**config.mk**
```make
export PLATFORM = sky130hd
export DESIGN_NAME = fir_frame_sequencer
export DESIGN_NICKNAME = d
export VERILOG_FILES = /design/src/rtl/fir_pkg.sv /design/src/rtl/fir_result_serializer.sv /design/src/rtl/fir_frame_sequencer.sv
export SDC_FILE = /design/constraint.sdc
export NUM_CORES = 1
export LEC_CHECK = 0
export ABC_AREA = 1
export CORE_MARGIN = 2
export CORE_UTILIZATION = 48
export DETAILED_ROUTE_END_ITERATION = 7
export GPL_ROUTABILITY_DRIVEN = 0
export GPL_TIMING_DRIVEN = 0
export MAX_ROUTING_LAYER = met4
export PLACE_DENSITY = 0.75
export SLEW_MARGIN = 20
export SYNTH_ARGS = -nofsm -noshare
export SYNTH_HDL_FRONTEND = slang
export SYNTH_SLANG_ARGS = --single-unit
```
**constraint.sdc**
```tcl
create_clock -name clkIn -period 2.1 [get_ports clkIn]
set_input_delay 0.525 -clock clkIn [delete_from_list [all_inputs] [get_ports clkIn]]
set_output_delay 0.525 -clock clkIn [all_outputs]
set_load 0.005 [all_outputs]
```
**src/rtl/fir_pkg.sv**
```systemverilog
// fir_pkg: shared defaults and FSM state encoding for the FIR frame sequencer
package fir_pkg;
    localparam int SAMPLE_WIDTH_DEF = 16;
    localparam int SAMPLES_NUM_DEF  = 4;
    localparam int RESULT_WIDTH_DEF = 32;

    typedef enum logic [2:0] {IDLE, START, WAIT, DISCARD, ERROR} fir_state_t;
endpackage

```
**src/rtl/fir_result_serializer.sv**
```systemverilog
// fir_result_serializer: holds one FIR result frame and hands it out MSB lane first over valid/ready
module fir_result_serializer
    import fir_pkg::*;
#(
    parameter int RESULT_WIDTH = RESULT_WIDTH_DEF,
    parameter int SAMPLES_NUM  = SAMPLES_NUM_DEF
) (
    input  logic                                clkIn,
    input  logic                                nResetIn,
    input  logic                                load,
    input  logic                                flush,
    input  logic [RESULT_WIDTH*SAMPLES_NUM-1:0] data,
    output logic [RESULT_WIDTH-1:0]             result,
    output logic                                valid,
    input  logic                                ready,
    output logic                                empty
);
    localparam int BW = RESULT_WIDTH*SAMPLES_NUM;
    localparam int CW = $clog2(SAMPLES_NUM+1);

    logic [BW-1:0] frame;
    logic [CW-1:0] count;

    assign result = frame[BW-1 -: RESULT_WIDTH];
    assign valid  = count != '0;
    assign empty  = count == '0;

    // Load a whole frame, then shift the next lane into the top slot on every handshake
    always_ff @(posedge clkIn or negedge nResetIn)
        if (!nResetIn) begin
            frame <= '0;
            count <= '0;
        end else if (flush) begin
            frame <= '0;
            count <= '0;
        end else if (load) begin
            frame <= data;
            count <= CW'(SAMPLES_NUM);
        end else if (valid && ready) begin
            frame <= frame << RESULT_WIDTH;
            count <= count - CW'(1);
        end
endmodule

```
**src/rtl/fir_frame_sequencer.sv**
```systemverilog
// fir_frame_sequencer: groups stream samples into frames, drives the FIR engine and serializes its results
module fir_frame_sequencer
    import fir_pkg::*;
#(
    parameter int SAMPLE_WIDTH   = SAMPLE_WIDTH_DEF,
    parameter int SAMPLES_NUM    = SAMPLES_NUM_DEF,
    parameter int RESULT_WIDTH   = RESULT_WIDTH_DEF,
    parameter int TIMEOUT_CYCLES = 4096
) (
    input  logic                                clkIn,
    input  logic                                nResetIn,
    input  logic [SAMPLE_WIDTH-1:0]             sampleIn,
    input  logic                                sampleValidIn,
    output logic                                sampleReadyOut,
    output logic [RESULT_WIDTH-1:0]             resultOut,
    output logic                                resultValidOut,
    input  logic                                resultReadyIn,
    input  logic                                flushIn,
    output logic                                errorOut,
    output logic                                firStartOut,
    output logic [SAMPLE_WIDTH*SAMPLES_NUM-1:0] firDataOut,
    input  logic                                firBusyIn,
    input  logic                                firDoneIn,
    input  logic [RESULT_WIDTH*SAMPLES_NUM-1:0] firDataIn
);
    localparam int FW = SAMPLE_WIDTH*SAMPLES_NUM;
    localparam int CW = $clog2(SAMPLES_NUM+1);
    localparam int TW = $clog2(TIMEOUT_CYCLES+1);
    localparam logic [CW-1:0] LAST  = CW'(SAMPLES_NUM-1);
    localparam logic [TW-1:0] TLAST = TW'(TIMEOUT_CYCLES-1);

    fir_state_t    state;
    logic [CW-1:0] asm_count;
    logic [FW-1:0] asm_reg;
    logic [FW-1:0] asm_next;
    logic [FW-1:0] pend_reg;
    logic          pend_valid;
    logic [TW-1:0] wait_count;
    logic          accept;
    logic          out_empty;
    logic          load;
    logic          timeout;

    assign sampleReadyOut = (state != ERROR) && ((asm_count < LAST) || !pend_valid);
    assign accept         = sampleValidIn && sampleReadyOut;
    assign firDataOut     = pend_reg;
    assign load           = (state == WAIT) && firDoneIn && !flushIn;
    assign timeout        = wait_count == TLAST;

    // Splice the incoming sample into its lane so a completed group moves to pending in one edge
    always_comb begin
        asm_next = asm_reg;
        asm_next[int'(asm_count)*SAMPLE_WIDTH +: SAMPLE_WIDTH] = sampleIn;
    end

    // Sample assembly and the single-entry pending frame handed to the FIR engine
    always_ff @(posedge clkIn or negedge nResetIn)
        if (!nResetIn) begin
            asm_count  <= '0;
            asm_reg    <= '0;
            pend_reg   <= '0;
            pend_valid <= 1'b0;
        end else if (flushIn) begin
            asm_count  <= '0;
            pend_valid <= 1'b0;
        end else begin
            if (accept) begin
                asm_reg   <= asm_next;
                asm_count <= asm_count == LAST ? '0 : asm_count + CW'(1);
            end
            if (accept && asm_count == LAST) begin
                pend_reg   <= asm_next;
                pend_valid <= 1'b1;
            end else if (state == START) begin
                pend_valid <= 1'b0;
            end
        end

    // Engine handshake FSM with a watchdog on the wait for firDoneIn
    always_ff @(posedge clkIn or negedge nResetIn)
        if (!nResetIn) begin
            state       <= IDLE;
            wait_count  <= '0;
            firStartOut <= 1'b0;
            errorOut    <= 1'b0;
        end else if (flushIn) begin
            state       <= state == WAIT ? DISCARD : IDLE;
            wait_count  <= '0;
            firStartOut <= 1'b0;
            errorOut    <= 1'b0;
        end else begin
            case (state)
                IDLE:
                    if (pend_valid && out_empty && !firBusyIn) begin
                        state       <= START;
                        firStartOut <= 1'b1;
                    end
                START: begin
                    state       <= WAIT;
                    firStartOut <= 1'b0;
                    wait_count  <= '0;
                end
                WAIT, DISCARD:
                    if (firDoneIn) begin
                        state <= IDLE;
                    end else if (timeout) begin
                        state    <= state == WAIT ? ERROR : IDLE;
                        errorOut <= 1'b1;
                    end else begin
                        wait_count <= wait_count + TW'(1);
                    end
                default: firStartOut <= 1'b0;
            endcase
        end

    fir_result_serializer #(
        .RESULT_WIDTH(RESULT_WIDTH),
        .SAMPLES_NUM (SAMPLES_NUM)
    ) u_serializer (
        .clkIn   (clkIn),
        .nResetIn(nResetIn),
        .load    (load),
        .flush   (flushIn),
        .data    (firDataIn),
        .result  (resultOut),
        .valid   (resultValidOut),
        .ready   (resultReadyIn),
        .empty   (out_empty)
    );
endmodule

```
Yosys cells after proc, flatten, opt, wreduce, memory -nomap -nowiden
Index checks and enable logic that the tools add are counted.

cells by class
  add/subtract/negate cells = 4
  multiply operators = 0
  div/mod/pow operators = 0
  order comparisons = 1
  eq/ne operators = 12
  shift-type cells = 2
  mux-type cells = 31
  bitwise gates (word level) = 1
  reduce and logical (&&, ||, !) cells = 29

operator list
  cell                        count
  $mux W128                   3
  $bwmux W64                  1
  $shift A16 B33 Y64 const A  1
  $shiftx A16 B33 Y64         1
  $mux W13                    3
  $mux W3                     11
  $neg A7 Y33                 1
  $pmux W13 S2                1
  $add A13 B1 Y13 const B     1
  $eq A13 B12 Y1 const B      1
  $ne A3 B3 Y1 const B        4
  $reduce_bool A3 Y1          4
  $eq A3 B2 Y1 const B        3
  $mux W1                     9
  $pmux W3 S3                 1
  $reduce_and A3 Y1           3
  $logic_and A1 B1 Y1         8
  $logic_not A3 Y1            2
  $reduce_and A2 Y1           3
  $reduce_bool A2 Y1          3
  $ne A2 B2 Y1 const B        2
  $ne A4 B4 Y1 const B        1
  $reduce_bool A4 Y1          1
  $add A3 B1 Y3 const B       1
  other kinds (9)             11

word-level totals
  register bits = 281
  latch bits = 0
  bits in writable memories = 0
  bits in read-only memories = 0
  word-level logic and storage cells = 90
  memories kept = 0

Logic depth before layout (Yosys ltp)
  depth after elaboration = 7
  gate-level depth with buffers = 12

Hierarchy
Synthesis repeated with hierarchy kept, for this count alone.

second synthesis, totals
  cell total of the unflattened synthesis = 1804
  area, all modules = 13578.0 um2

by module, submodules not included
  module                 times used  cells each  area each (um2)
  fir_frame_sequencer    1           920         7101.8
  fir_result_serializer  1           884         6476.2

Worst setup path before layout
OpenSTA, ideal clock, no wires.

  path kind = register to register
  from = register asm_count[0]
  to = register pend_reg[34], in the netlist firDataOut[34]
  setup time = 0.065 ns
  data arrival time = 1.844 ns
  required time = 2.035 ns
  slack = 0.191 ns
  stages on the path, launching flop included = 13
  path through = dfrtp_1 -> buf_2 -> inv_2 -> ha_1 -> ha_1 -> nand2_1 -> inv_1 -> nand3_1 -> clkbuf_1 -> nand2_1 -> o21ai_0 -> nand2_1 -> nand2_1

on the way
  cells in the longest elaborated chain, start to end = 6
  elaborated cells between the ends (all ways) = 11

RTL lines
  item                                                 line                       source
  start: declaration                                   fir_frame_sequencer.sv:33  logic [CW-1:0] asm_count;
  start signal: assignment                             fir_frame_sequencer.sv:69  asm_count <= asm_count == LAST ? '0 : asm_count + CW'(1);
  branches (longest 6 deep; another with $neg A7 Y33)  -
  end signal: assignment                               fir_frame_sequencer.sv:72  pend_reg <= asm_next;
  end: declaration                                     fir_frame_sequencer.sv:36  logic [FW-1:0] pend_reg;

Several ways; the timed one is not identified.
A chain may end at the register's enable or synchronous reset.

Worst setup path in the final report
  from = register u_serializer.frame[121]
  to = output port resultOut[25]

RTL lines
  item                      line                         source
  start: declaration        fir_result_serializer.sv:21  logic [BW-1:0] frame;
  start signal: assignment  fir_result_serializer.sv:37  frame <= data;
  start signal: assignment  fir_result_serializer.sv:40  frame <= frame << RESULT_WIDTH;
  end: declaration          fir_frame_sequencer.sv:15    output logic [RESULT_WIDTH-1:0] resultOut,

No word-level cell between the ends.

==> run_results.csv <==
group,metric,value,unit
sta,worst_pin_slew,613,ps
grt,grt_pass1_wl,64100,um
sta,rsz0062_at_grt,"yes",
sta,period_minus_slack,2070,ps
placed_design,numPortBuffers,249,
power,power,17800,uW
power,power_frac_comb,0.297,
clock_network,cts_root_buf,"clkbuf_16",
setup_path,critPathLaunchType,"register",
synth,synth-xor-area-share,0.00255,
status,status,"finished clean",
synth,synth_compound_area_frac,0.0991,
die,core_area,28000,um2
grt,grt_use_met1,0.338,
setup_path,crit_path_max_incr_delay,530,ps
synth,synth_enable_flop_cells,0,
power,powerDensity,986,nW/um2
final_layout,area_growth,31.2,%
hold_path,hp-class,"input port to asynchronous set/reset pin",
grt,grt_max_degree,96,
synth,synth_largest_area_cell,"dfrtp_1",
setup_path,crit_required,1570,ps
setup_path,critPathKind,"register to output pin",
placed_design,place_area,16800,um2
grt,grt_usage,0.269,
synth,syn_nets,1936,
power,switchingPower,5630,uW
die,fp-row-count,61,
final_layout,nets,2233,
routing,vias,12668,
synth,syn-cell-area,13700,um2
setup_path,crit_family,"buffers and inverters",
clock_network,h-tree-depth,1,
setup_path,critPathCaptureType,"output pin",
synth,ys_top_cells_by_count,"540 x nand2_1, 281 x dfrtp_1, 215 x inv_1",
routing,ant_nets,0,
setup_path,slowest_stage,"clkdlybuf4s50_1",
die,initial_core_util,0.491,
grt,use_met2,0.446,
setup_path,crit_cells,2,
synth,synth_top_area_frac,0.512,
synth,synth_cell_types,33,
grt,antenna_found_initial,1,
setup_path,rr_worst_depth,11,
final_layout,design_area,18000,um2
setup_path,worstSetupStartpoint,"u_serializer.frame[121]",
die,fp.dieH,173,um
synth,ys_top_cells_by_area,"dfrtp_1 51%, nand2_1 15%, inv_1 5.9%",
synth,synth_mux_area_frac,0,
clock_network,cts.clk_slew.worst_paths,60,ps
grt,grt_use_met3,0.0376,
sta,period_share,0.986,
grt,gr-total-overflow,0,
power,p_sw_frac,0.316,
setup_path,worst-path-max-fanout,2,
synth,syn_avg_cell_area,7.72,um2
grt,grt_pass1_vias,12847,
synth,synth_fa_ha_area_frac,0.00546,
grt,grt_busiest_layer,"met2",
power,p_int,12200,uW
clock_network,cts_tree,"built",
routing,via_per_inst,5.12,
sta,maxSlewHeadroom,0.592,
routing,wl,39000,um
power,max-vdd-ir-drop,637,uV
sta,skew,13.7,ps
sta,hold_viol,0,
synth,ys_seq_elements,281,
routing,drtIter0Drc,969,
sta,finalSetupViolCount,0,
power,p_leak,0.00930,uW
clock_network,cts-buffers-inserted,31,
run,drv_cap,0,
setup_path,path_cells,"buf_4 > clkdlybuf4s50_1",
synth,synth-simple-area-share,0.259,
power,seq_power_share,0.406,
setup_path,r2r_slack,90,ps
clock_network,cts_sinks,281,
setup_path,r2r-start,"asm_count[0]",
placed_design,post-dp-hpwl,28500,um
routing,wl_per_cell,15.8,um
routing,drcViolationCount,0,
setup_path,cp-endpoint,"resultOut[25]",
die,dieArea,30000,um2
synth,netlist_instances,1779,
synth,synth_top_family_by_area,"simple AND/OR/NAND/NOR gates",
synth,async_reset_ff_frac,1.00,
sta,fmaxAchievable,483,MHz
routing,firstDrtPassIters,5,
die,io_pins,251,
synth,synth-seq-area-share,0.512,
final_layout,drive_gt1_frac,0.109,
sta,slew_viol_final,0,
setup_path,worst-path-buf-inv,2,
synth,synth_ff_type,"dfrtp_1",
clock_network,clk_path_buf_depth,3,
power,p_clk_frac,0.297,
die,dieWidth,173,um
synth,synth.most_common_cell,"nand2_1",
clock_network,insertion_delay,550,ps
final_layout,largest_reg_flops,128,
setup_path,arrival,1550,ps
setup_path,r2r_end,"firDataOut[16]",
synth,yosys_warnings,0,
power groups by stage:
stage / logic (uW) / registers, uW / clock network (uW)
finish: 5280 / 7220 / 5280
global route: 5870 / 7350 / 5570
CTS: 5110 / 7200 / 5360
detailed placement: 5030 / 7280 / 0
global placement: 4910 / 7260 / 0
floorplan: 3100 / 7100 / 0
layout by cell type (no fill, tap or decap), types with 3 or more instances in the layout:
master / netlist / final
a21oi_1: 42 / 42
a31oi_1: 33 / 33
buf_16: 0 / 3
buf_2: 33 / 34
buf_4: 50 / 65
buf_6: 6 / 9
bufinv_16: 0 / 3
clkbuf_1: 44 / 41
clkbuf_16: 0 / 31
clkbuf_4: 0 / 5
clkdlybuf4s50_1: 0 / 243
clkinv_2: 0 / 6
dfrtp_1: 281 / 280
ha_1: 6 / 5
inv_1: 215 / 212
inv_2: 27 / 29
nand2_1: 540 / 536
nand2_2: 1 / 5
nand3_1: 51 / 49
nand3_2: 3 / 5
nand4_1: 39 / 39
nor2_1: 189 / 188
nor2_4: 1 / 3
o21ai_0: 71 / 13
o21ai_1: 36 / 79
o21ai_2: 0 / 15
o22ai_1: 63 / 62
or2_0: 17 / 17
or2_1: 15 / 15
final cells by class:
class | count | area (um2)
flip-flops and latches | 281 | 7030
clock buffers | 43 | 841
plain buffers | 134 | 836
inverters | 242 | 911
diodes | 1 | 2.50
fillers | 2374 | 9980
multi-input cells | 1122 | 5120
clock inverters | 11 | 136
well taps | 378 | 473
repair buffers | 264 | 2670
routing by layer:
metal / up-vias / part of all wire
met3: 97 / 0.068
met2: 462 / 0.48
met1: 5964 / 0.42
li1: 6145 / -
met5: - / 0
met4: 0 / 0.037
what timing repair did:
item / 4_1_cts / 5_1_grt
pin swaps: 1 / 2
hold buffers: 1 / 0
gates cloned: 0 / 0
hold endpoints to repair: 13 / 0
gates resized for setup: 64 / 77
endpoints found under the setup margin: 133 / 236
buffers inserted: 1 / 10
through the flow:
stage	std cells	TNS [ps]	utilization	setup WS [ps]	hold WS, ps
6_report	2476	0	0.644	29.9	384
3_3_place_gp	2406	-3292620	0.596	-11540	454
5_1_grt	2476	-50.9	0.644	-20.5	412
3_5_place_dp	2409	-62560	0.600	-567	361
2_1_floorplan	1779	0	-	191	229
4_1_cts	2465	-13.6	0.638	-13.6	387
how the worst min path moves through the flow:
| stage | endpoint | slack [ps] | cells after the start |
|---|---|---|---|
| floorplan | asm_count[0] | 230 | 0 |
| global placement | firDataOut[58] | 450 | 2 |
| detailed placement | wait_count[10] | 360 | 1 |
| CTS | wait_count[10] | 390 | 2 |
| global route | wait_count[10] | 410 | 2 |
| finish | wait_count[10] | 380 | 2 |
cells by family after synthesis:
family,after synthesis
AO/OA/AOI/OAI,247
XOR/XNOR,4
adder cells (fa/ha/maj),6
buffers and inverters,376
flip-flops,281
AND/OR/NAND/NOR,865
worst reg2reg max path: cells and delay by family, from the launching register on:
kind,cells,cell delay (ps)
AND/OR/NAND/NOR,4,380
adder cells (fa/ha/maj),2,500
buffers and inverters,4,460
AO/OA/AOI/OAI,1,240
flip-flops,1,370
No activity file was read; power rests on OpenSTA's default activity.
